### src/rtl/adder_share_sequencer.sv
// Two-requester adder that time-shares one 4-bit ripple-carry adder, one nibble per cycle.
// Optional macro ROUND_ROBIN_EN: round-robin arbitration instead of fixed priority to requester 0.
`timescale 1ns/1ps

module bit_ripple_carry_adder (
  input  logic [3:0] a_i,
  input  logic [3:0] b_i,
  input  logic       cin_i,
  output logic [3:0] sum_o,
  output logic       cout_o
);
  logic [4:0] c;

  assign c[0] = cin_i;
  for (genvar i = 0; i < 4; i++) begin : g_bit
    assign sum_o[i] = a_i[i] ^ b_i[i] ^ c[i];
    assign c[i+1]   = (a_i[i] & b_i[i]) | (c[i] & (a_i[i] ^ b_i[i]));
  end
  assign cout_o = c[4];
endmodule

module adder_share_sequencer #(
  parameter int WIDTH = 16
) (
  input  logic             clk,
  input  logic             rst,
  input  logic             req_valid0,
  input  logic             req_valid1,
  output logic             req_ready0,
  output logic             req_ready1,
  input  logic [WIDTH-1:0] A0,
  input  logic [WIDTH-1:0] B0,
  input  logic [WIDTH-1:0] A1,
  input  logic [WIDTH-1:0] B1,
  input  logic             Cin0,
  input  logic             Cin1,
  output logic             rsp_valid,
  input  logic             rsp_ready,
  output logic             rsp_id,
  output logic [WIDTH-1:0] Sum,
  output logic             Cout,
  output logic [1:0]       dbg_state_o
);
  // Handshake: a transfer happens on a rising edge where valid && ready are both high.
  // req_ready* is a combinational grant in IDLE; rsp_valid holds until rsp_ready.
  localparam int NW = WIDTH / 4;
  localparam int CW = (NW > 1) ? $clog2(NW) : 1;
  localparam logic [CW-1:0] LAST_NIB = CW'(NW - 1);

  typedef enum logic [1:0] {
    IDLE = 2'd0,
    RUN  = 2'd1,
    DONE = 2'd2
  } state_t;

  state_t           state_q;
  logic [WIDTH-1:0] a_q, b_q, sum_q;
  logic             carry_q, cout_q, id_q, rsp_valid_q;
  logic [CW-1:0]    nib_q;
  logic             gnt_any, gnt_id, accept;
  logic [3:0]       add_a, add_b, add_sum;
  logic             add_cin, add_cout;
`ifdef ROUND_ROBIN_EN
  logic             last_q;
`endif

  always_comb begin
    gnt_any = req_valid0 | req_valid1;
`ifdef ROUND_ROBIN_EN
    // On contention, favour whoever was not granted last.
    if (req_valid0 && req_valid1) gnt_id = ~last_q;
    else                          gnt_id = ~req_valid0;
`else
    gnt_id = ~req_valid0;
`endif
  end

  assign accept     = (state_q == IDLE) && !rst && gnt_any;
  assign req_ready0 = accept && !gnt_id;
  assign req_ready1 = accept && gnt_id;

  // The shared adder sees zeros whenever no nibble is being processed.
  always_comb begin
    add_a   = '0;
    add_b   = '0;
    add_cin = 1'b0;
    if (state_q == RUN) begin
      add_a   = a_q[{nib_q, 2'b00} +: 4];
      add_b   = b_q[{nib_q, 2'b00} +: 4];
      add_cin = carry_q;
    end
  end

  bit_ripple_carry_adder u_adder (
    .a_i   (add_a),
    .b_i   (add_b),
    .cin_i (add_cin),
    .sum_o (add_sum),
    .cout_o(add_cout)
  );

  always_ff @(posedge clk) begin
    if (rst) begin
      state_q     <= IDLE;
      a_q         <= '0;
      b_q         <= '0;
      sum_q       <= '0;
      carry_q     <= 1'b0;
      cout_q      <= 1'b0;
      id_q        <= 1'b0;
      nib_q       <= '0;
      rsp_valid_q <= 1'b0;
`ifdef ROUND_ROBIN_EN
      last_q      <= 1'b1;
`endif
    end else begin
      case (state_q)
        IDLE: begin
          if (accept) begin
            a_q     <= gnt_id ? A1 : A0;
            b_q     <= gnt_id ? B1 : B0;
            carry_q <= gnt_id ? Cin1 : Cin0;
            id_q    <= gnt_id;
            nib_q   <= '0;
            state_q <= RUN;
`ifdef ROUND_ROBIN_EN
            last_q  <= gnt_id;
`endif
          end
        end
        RUN: begin
          sum_q[{nib_q, 2'b00} +: 4] <= add_sum;
          carry_q                    <= add_cout;
          if (nib_q == LAST_NIB) begin
            nib_q       <= '0;
            cout_q      <= add_cout;
            rsp_valid_q <= 1'b1;
            state_q     <= DONE;
          end else begin
            nib_q <= nib_q + 1'b1;
          end
        end
        DONE: begin
          if (rsp_ready) begin
            rsp_valid_q <= 1'b0;
            state_q     <= IDLE;
          end
        end
        default: state_q <= IDLE;
      endcase
    end
  end

  assign rsp_valid   = rsp_valid_q;
  assign rsp_id      = id_q;
  assign Sum         = sum_q;
  assign Cout        = cout_q;
  assign dbg_state_o = state_q;
endmodule

### config.mk
export PLATFORM = sky130hd
export DESIGN_NAME = adder_share_sequencer
export DESIGN_NICKNAME = d
export VERILOG_FILES = /design/src/rtl/adder_share_sequencer.sv
export SDC_FILE = /design/constraint.sdc
export NUM_CORES = 1
export LEC_CHECK = 0
export ABC_AREA = 1
export BUFFER_PORTS_ARGS = -buffer_cell sky130_fd_sc_hd__buf_2
export CAP_MARGIN = 0
export CORE_AREA = 2 2 94 96
export CTS_BUF_LIST = sky130_fd_sc_hd__clkbuf_16
export CTS_CLUSTER_DIAMETER = 80
export CTS_CLUSTER_SIZE = 24
export DETAILED_ROUTE_END_ITERATION = 16
export DIE_AREA = 0 0 96 98
export GPL_ROUTABILITY_DRIVEN = 0
export GPL_TIMING_DRIVEN = 0
export HOLD_SLACK_MARGIN = 0.03
export MAX_ROUTING_LAYER = met4
export PLACE_DENSITY = 0.72
export SYNTH_ARGS = -nofsm -noshare
export SYNTH_HDL_FRONTEND = slang
export SYNTH_HIERARCHICAL = 1
export SYNTH_SLANG_ARGS = --single-unit
### constraint.sdc
create_clock -name clk -period 6.8 [get_ports clk]
set_input_delay 1.36 -clock clk [delete_from_list [all_inputs] [get_ports clk]]
set_output_delay 1.36 -clock clk [all_outputs]
set_load 0.01 [all_outputs]
# ---- Yosys cells after proc, flatten, opt, wreduce, memory -nomap -nowiden
# Cells that the tools add are included.
dict set report word_totals {
  register_bits 56
  in_bits 71
  out_inout_bits 23
  wordCells 75
}
dict set report classes {
  n_addsub 2
  eq_ne 6
  shift 4
  muxes 19
  bitwise 22
  n_reduce_logical 13
}
# operator n
set ops {}
lappend ops {{$mux 16} 2}
lappend ops {{$shiftx 16x5->4} 2}
lappend ops {{$bwmux 16} 1}
lappend ops {{$shift 4x6->16 const A} 1}
lappend ops {{$shiftx 4x6->16} 1}
lappend ops {{$mux 2} 5}
lappend ops {{$and 1x1->1} 8}
lappend ops {{$mux 4} 2}
lappend ops {{$xor 1x1->1} 8}
lappend ops {{$neg 4->6} 1}
lappend ops {{$pmux 2 s3} 1}
lappend ops {{$reduce_and 2->1} 3}
lappend ops {{$reduce_and 3->1} 2}
lappend ops {{$mux 1} 5}
lappend ops {{$or 1x1->1} 5}
lappend ops {{$eq 2x2->1 const B} 2}
lappend ops {{$logic_and 1x1->1} 4}
lappend ops {{$ne 2x2->1 const B} 2}
lappend ops {{$pmux 1 s2} 2}
lappend ops {{$pmux 2 s2} 1}
lappend ops {{$reduce_bool 2->1} 2}
lappend ops {{$add 2x1->2 const B} 1}
lappend ops {{$eq 2x1->1 const B} 1}
lappend ops {{$logic_not 2->1} 1}
lappend ops {{other kinds (3)} 3}

# ---- Logic depth before layout (Yosys ltp)
dict set report depth {
  depth_word 12
  mapped_depth 17
  mapped_depth_nobuf 16
}

# ---- Modules after synthesis
# Netlist, hierarchy kept.
# module instances cells_per_inst area_each_um2 seq_area_each_um2
set modules_own_cells {}
lappend modules_own_cells {adder_share_sequencer 1 462 2969.1 1121.1}
lappend modules_own_cells {bit_ripple_carry_adder 1 14 117.6 0.0}

# ---- Worst setup path before layout
# Ideal clock, no wire load.
dict set report synth_path {
  kind {input -> output}
  startpoint {in rst}
  endpoint {out req_ready0}
  arrival_time_ps 2088
  setup_slack_ps 3352
  stages 7
  n_path_buf 2
  path_cell_list {buf_2 inv_2 nand3_4 inv_4 buf_6 nand2_1 inv_1}
}
dict set report synth_via {
  elab_chain_cells 4
}
# item line
set synth_lines {}
lappend synth_lines {{from (decl)} 26} ;# input logic rst,
lappend synth_lines {{$logic_not 1->1} 78} ;# assign accept = (state_q == IDLE) && !rst && gnt_any;
lappend synth_lines {{$logic_and 1x1->1 (2 in a row)} 78}
lappend synth_lines {{$logic_and 1x1->1} 79} ;# assign req_ready0 = accept && !gnt_id;
lappend synth_lines {{to (decl)} 29} ;# output logic req_ready0,
# No other way between the ends.

# ---- Worst setup path in the final report
# Same ends and word-level chain as after synthesis.

==> results.py <==
metrics = {
    "synthesis": {
        "synth_area_um2": 3087,
        "synth_fp_nets": 557,
        "yosysSeqAreaShare_pct": 36.32,
        "avgSynthCellArea_um2": 6.485,
        "synth-seq-cells": 56,
        "synth_warnings": 6,
        "ys_types": 26,
        "synth_cells": 476,
    },
    "clock_tree": {
        "hold_buffers": 0,
        "post_cts_buffers": 0,
        "cts.sinks": 56,
        "htreeDepth": 2,
        "clk_latency_ns": 0.29,
        "tritoncts": "built",
        "cts_buffers": 5,
        "cts_max_path_buffers": 2,
        "cts_resized": 0,
        "root_buffer": "clkbuf_16",
        "cts.clk_slew.worst_paths_ns": 0.06,
    },
    "die": {
        "rows": 34,
        "die_width_um": 96,
        "ios": 94,
        "die_area_um2": 9408,
        "initial_core_util_pct": 36.46,
        "die_height_um": 98,
        "core_um2": 8466,
    },
    "worst_setup_path": {
        "worstReg2RegEnd": "Sum[15]",
        "crit_path_start": "rst",
        "reg2reg_from": "nib_q[1]",
        "worstPathRequired_ns": 5.44,
        "critical_path.max_stage_delay_ns": 0.17,
        "path_common_cell": "buf_2",
        "r2r_cells": 17,
        "crit_end": "req_ready0",
        "path_max_fanout": 10,
        "arrival_ns": 2.37,
        "crit_type": "in2out",
        "critPathLaunchType": "input pin",
        "crit_path_end_kind": "primary output",
        "cp_cell_sequence": "buf_2 > inv_2 > nand3_4 > inv_4 > buf_6 > nand2_1 > inv_1 > buf_2",
        "crit_slowest_cell": "buf_2",
        "r2r_setup_slack_ns": 3.38,
    },
    "hold_path": {
        "hold_class": "reg2reg",
    },
    "grt": {
        "grt-ovfl-total": 0,
        "gr-max-usage-layer": "met2",
        "grtUsageMet2_pct": 29.54,
        "grt_max_degree": 16,
        "grt_util_all_layers_pct": 17.93,
        "use_met1_pct": 22.17,
        "grt_pass1_wl_um": 13140,
        "use_met3_pct": 3.704,
        "antenna_found_initial": 0,
        "grt_pass1_vias": 3018,
    },
    "final_layout": {
        "antenna_cells": 0,
        "nNetsFinal": 655,
        "multi_input_area_um2": 1698,
        "layout_common_cells": "nand2_1 (198), buf_2 (103), dfxtp_1 (56), a21oi_1 (53), nor2_1 (44)",
        "final_common_cell": "nand2_1",
        "drive_above_1_share_pct": 25.26,
        "fill_cells": 899,
        "final-seq-area_um2": 1121,
        "area_growth_pct": 23.47,
    },
    "sta": {
        "fmax_ghz": 0.2680,
        "tns_ns": 0,
        "max_slew.worst_pin.slew_ns": 0.7010,
        "setup_viol": 0,
        "slew_headroom_pct": 53.26,
        "fin_crit_ns": 3.732,
        "post-route-period-util_pct": 54.88,
        "slew_violations": 0,
        "hold_ws_ns": 0.4621,
        "rsz0062_at_grt": "no",
        "finalHoldViolCount": 0,
        "skew_ns": 0.006969,
    },
    "route": {
        "vias": 3188,
        "drt-vias-per-instance": 4.674,
        "dr.pass1.iters": 4,
        "drt_iter0_drc": 124,
        "drtAntennaViolNets": 0,
        "post-route-drc-count": 0,
        "routed_wl_um": 7911,
        "wl_per_cell_um": 11.60,
    },
    "pwr": {
        "peakVddDrop_mv": 0.09547,
        "power_density_nw_per_um2": 193.4,
        "total_leakage_power_nw": 1.820,
    },
    "placed_design": {
        "port_buffers": 91,
        "dp_hpwl_um": 6185,
    },
    "run_status": {
        "status": "finished, final reports clean",
    },
    "run": {
        "maxCapViolCount": 0,
    },
}
## state kept, by name, summed over array words and instances (netlist names)
name and count:
carry_q 1, Sum 16, a_q 16, rsp_id 1
rsp_valid 1, dbg_state_o 2, nib_q 2, b_q 16
Cout 1
## how the worst min path moves through the flow
stage / startpoint / endpoint / slack [ns] / depth (start not counted)
global placement: rsp_valid / rsp_valid / 0.45 / 2
floorplan: a_q[13] / a_q[13] / 0.44 / 2
CTS: Sum[8] / Sum[8] / 0.46 / 2
finish: Sum[8] / Sum[8] / 0.46 / 2
detailed placement: Sum[8] / Sum[8] / 0.45 / 2
global route: Sum[8] / Sum[8] / 0.48 / 2
## power breakdown
group          switching [mW]  internal (mW)
combinational          0.0886         0.0557
clock                   0.109          0.133
sequential            0.00931          0.342
total                   0.207          0.530
## kinds of logic (layout without fill, tap and decap cells)
| kind of cell | count (synthesis) | in the layout | share of synthesized area [%] |
|---|---|---|---|
| simple gates | 270 | 270 | 35.39 |
| compound gates | 82 | 82 | 14.59 |
| buf+inv | 58 | 156 | 8.674 |
| flops | 56 | 56 | 36.32 |
| fa+ha+maj | 10 | 10 | 5.026 |
## metal layers
metal	part of all wire, %	routed length, um
met2	49	3841
met4	1.0	79
met5	0	0
met1	46	3610
met3	4.8	379
## cell usage after synthesis, drive strengths merged
master / instances / area share, %
or2: 1 / 0.20
nand3b: 1 / 0.24
nand2: 211 / 27
nand3: 8 / 1.7
buf: 18 / 3.6
nand4: 4 / 0.81
a21oi: 63 / 11
inv: 31 / 3.9
dfxtp: 56 / 36
clkbuf: 8 / 0.97
o21a: 1 / 0.24
o21ai: 18 / 2.9
fa: 4 / 2.6
clkinv: 1 / 0.12
nor2: 45 / 5.6
ha: 6 / 2.4
## through the flow
step,power [mW],worst slack [ns],util [%],area (um2),std cells
final,0.7372,3.068,45.02,3811,682
after global routing,0.7754,2.978,45.02,3811,682
after CTS,0.7419,3.058,45.02,3811,682
after detailed placement,0.5025,3.070,43.44,3677,675
after global placement,0.4984,3.076,43.44,3677,675
after floorplan,0.4537,3.352,-,3087,476
## critical path, delay by kind of cell
kind / cells / cell delay, ns
buffers and inverters: 6 / 0.78
AND/OR/NAND/NOR: 2 / 0.22
## cell type report
| type | instances | area share (%) |
|---|---|---|
| well taps | 108 | 3.546 |
| flip-flops and latches | 56 | 29.42 |
| multi-input cells | 362 | 44.55 |
| inverters | 32 | 3.283 |
| clock inverters | 2 | 0.2298 |
| clock buffers | 5 | 3.283 |
| plain buffers | 26 | 3.743 |
| repair buffers | 91 | 11.95 |
(Power assumes the default switching activity.)
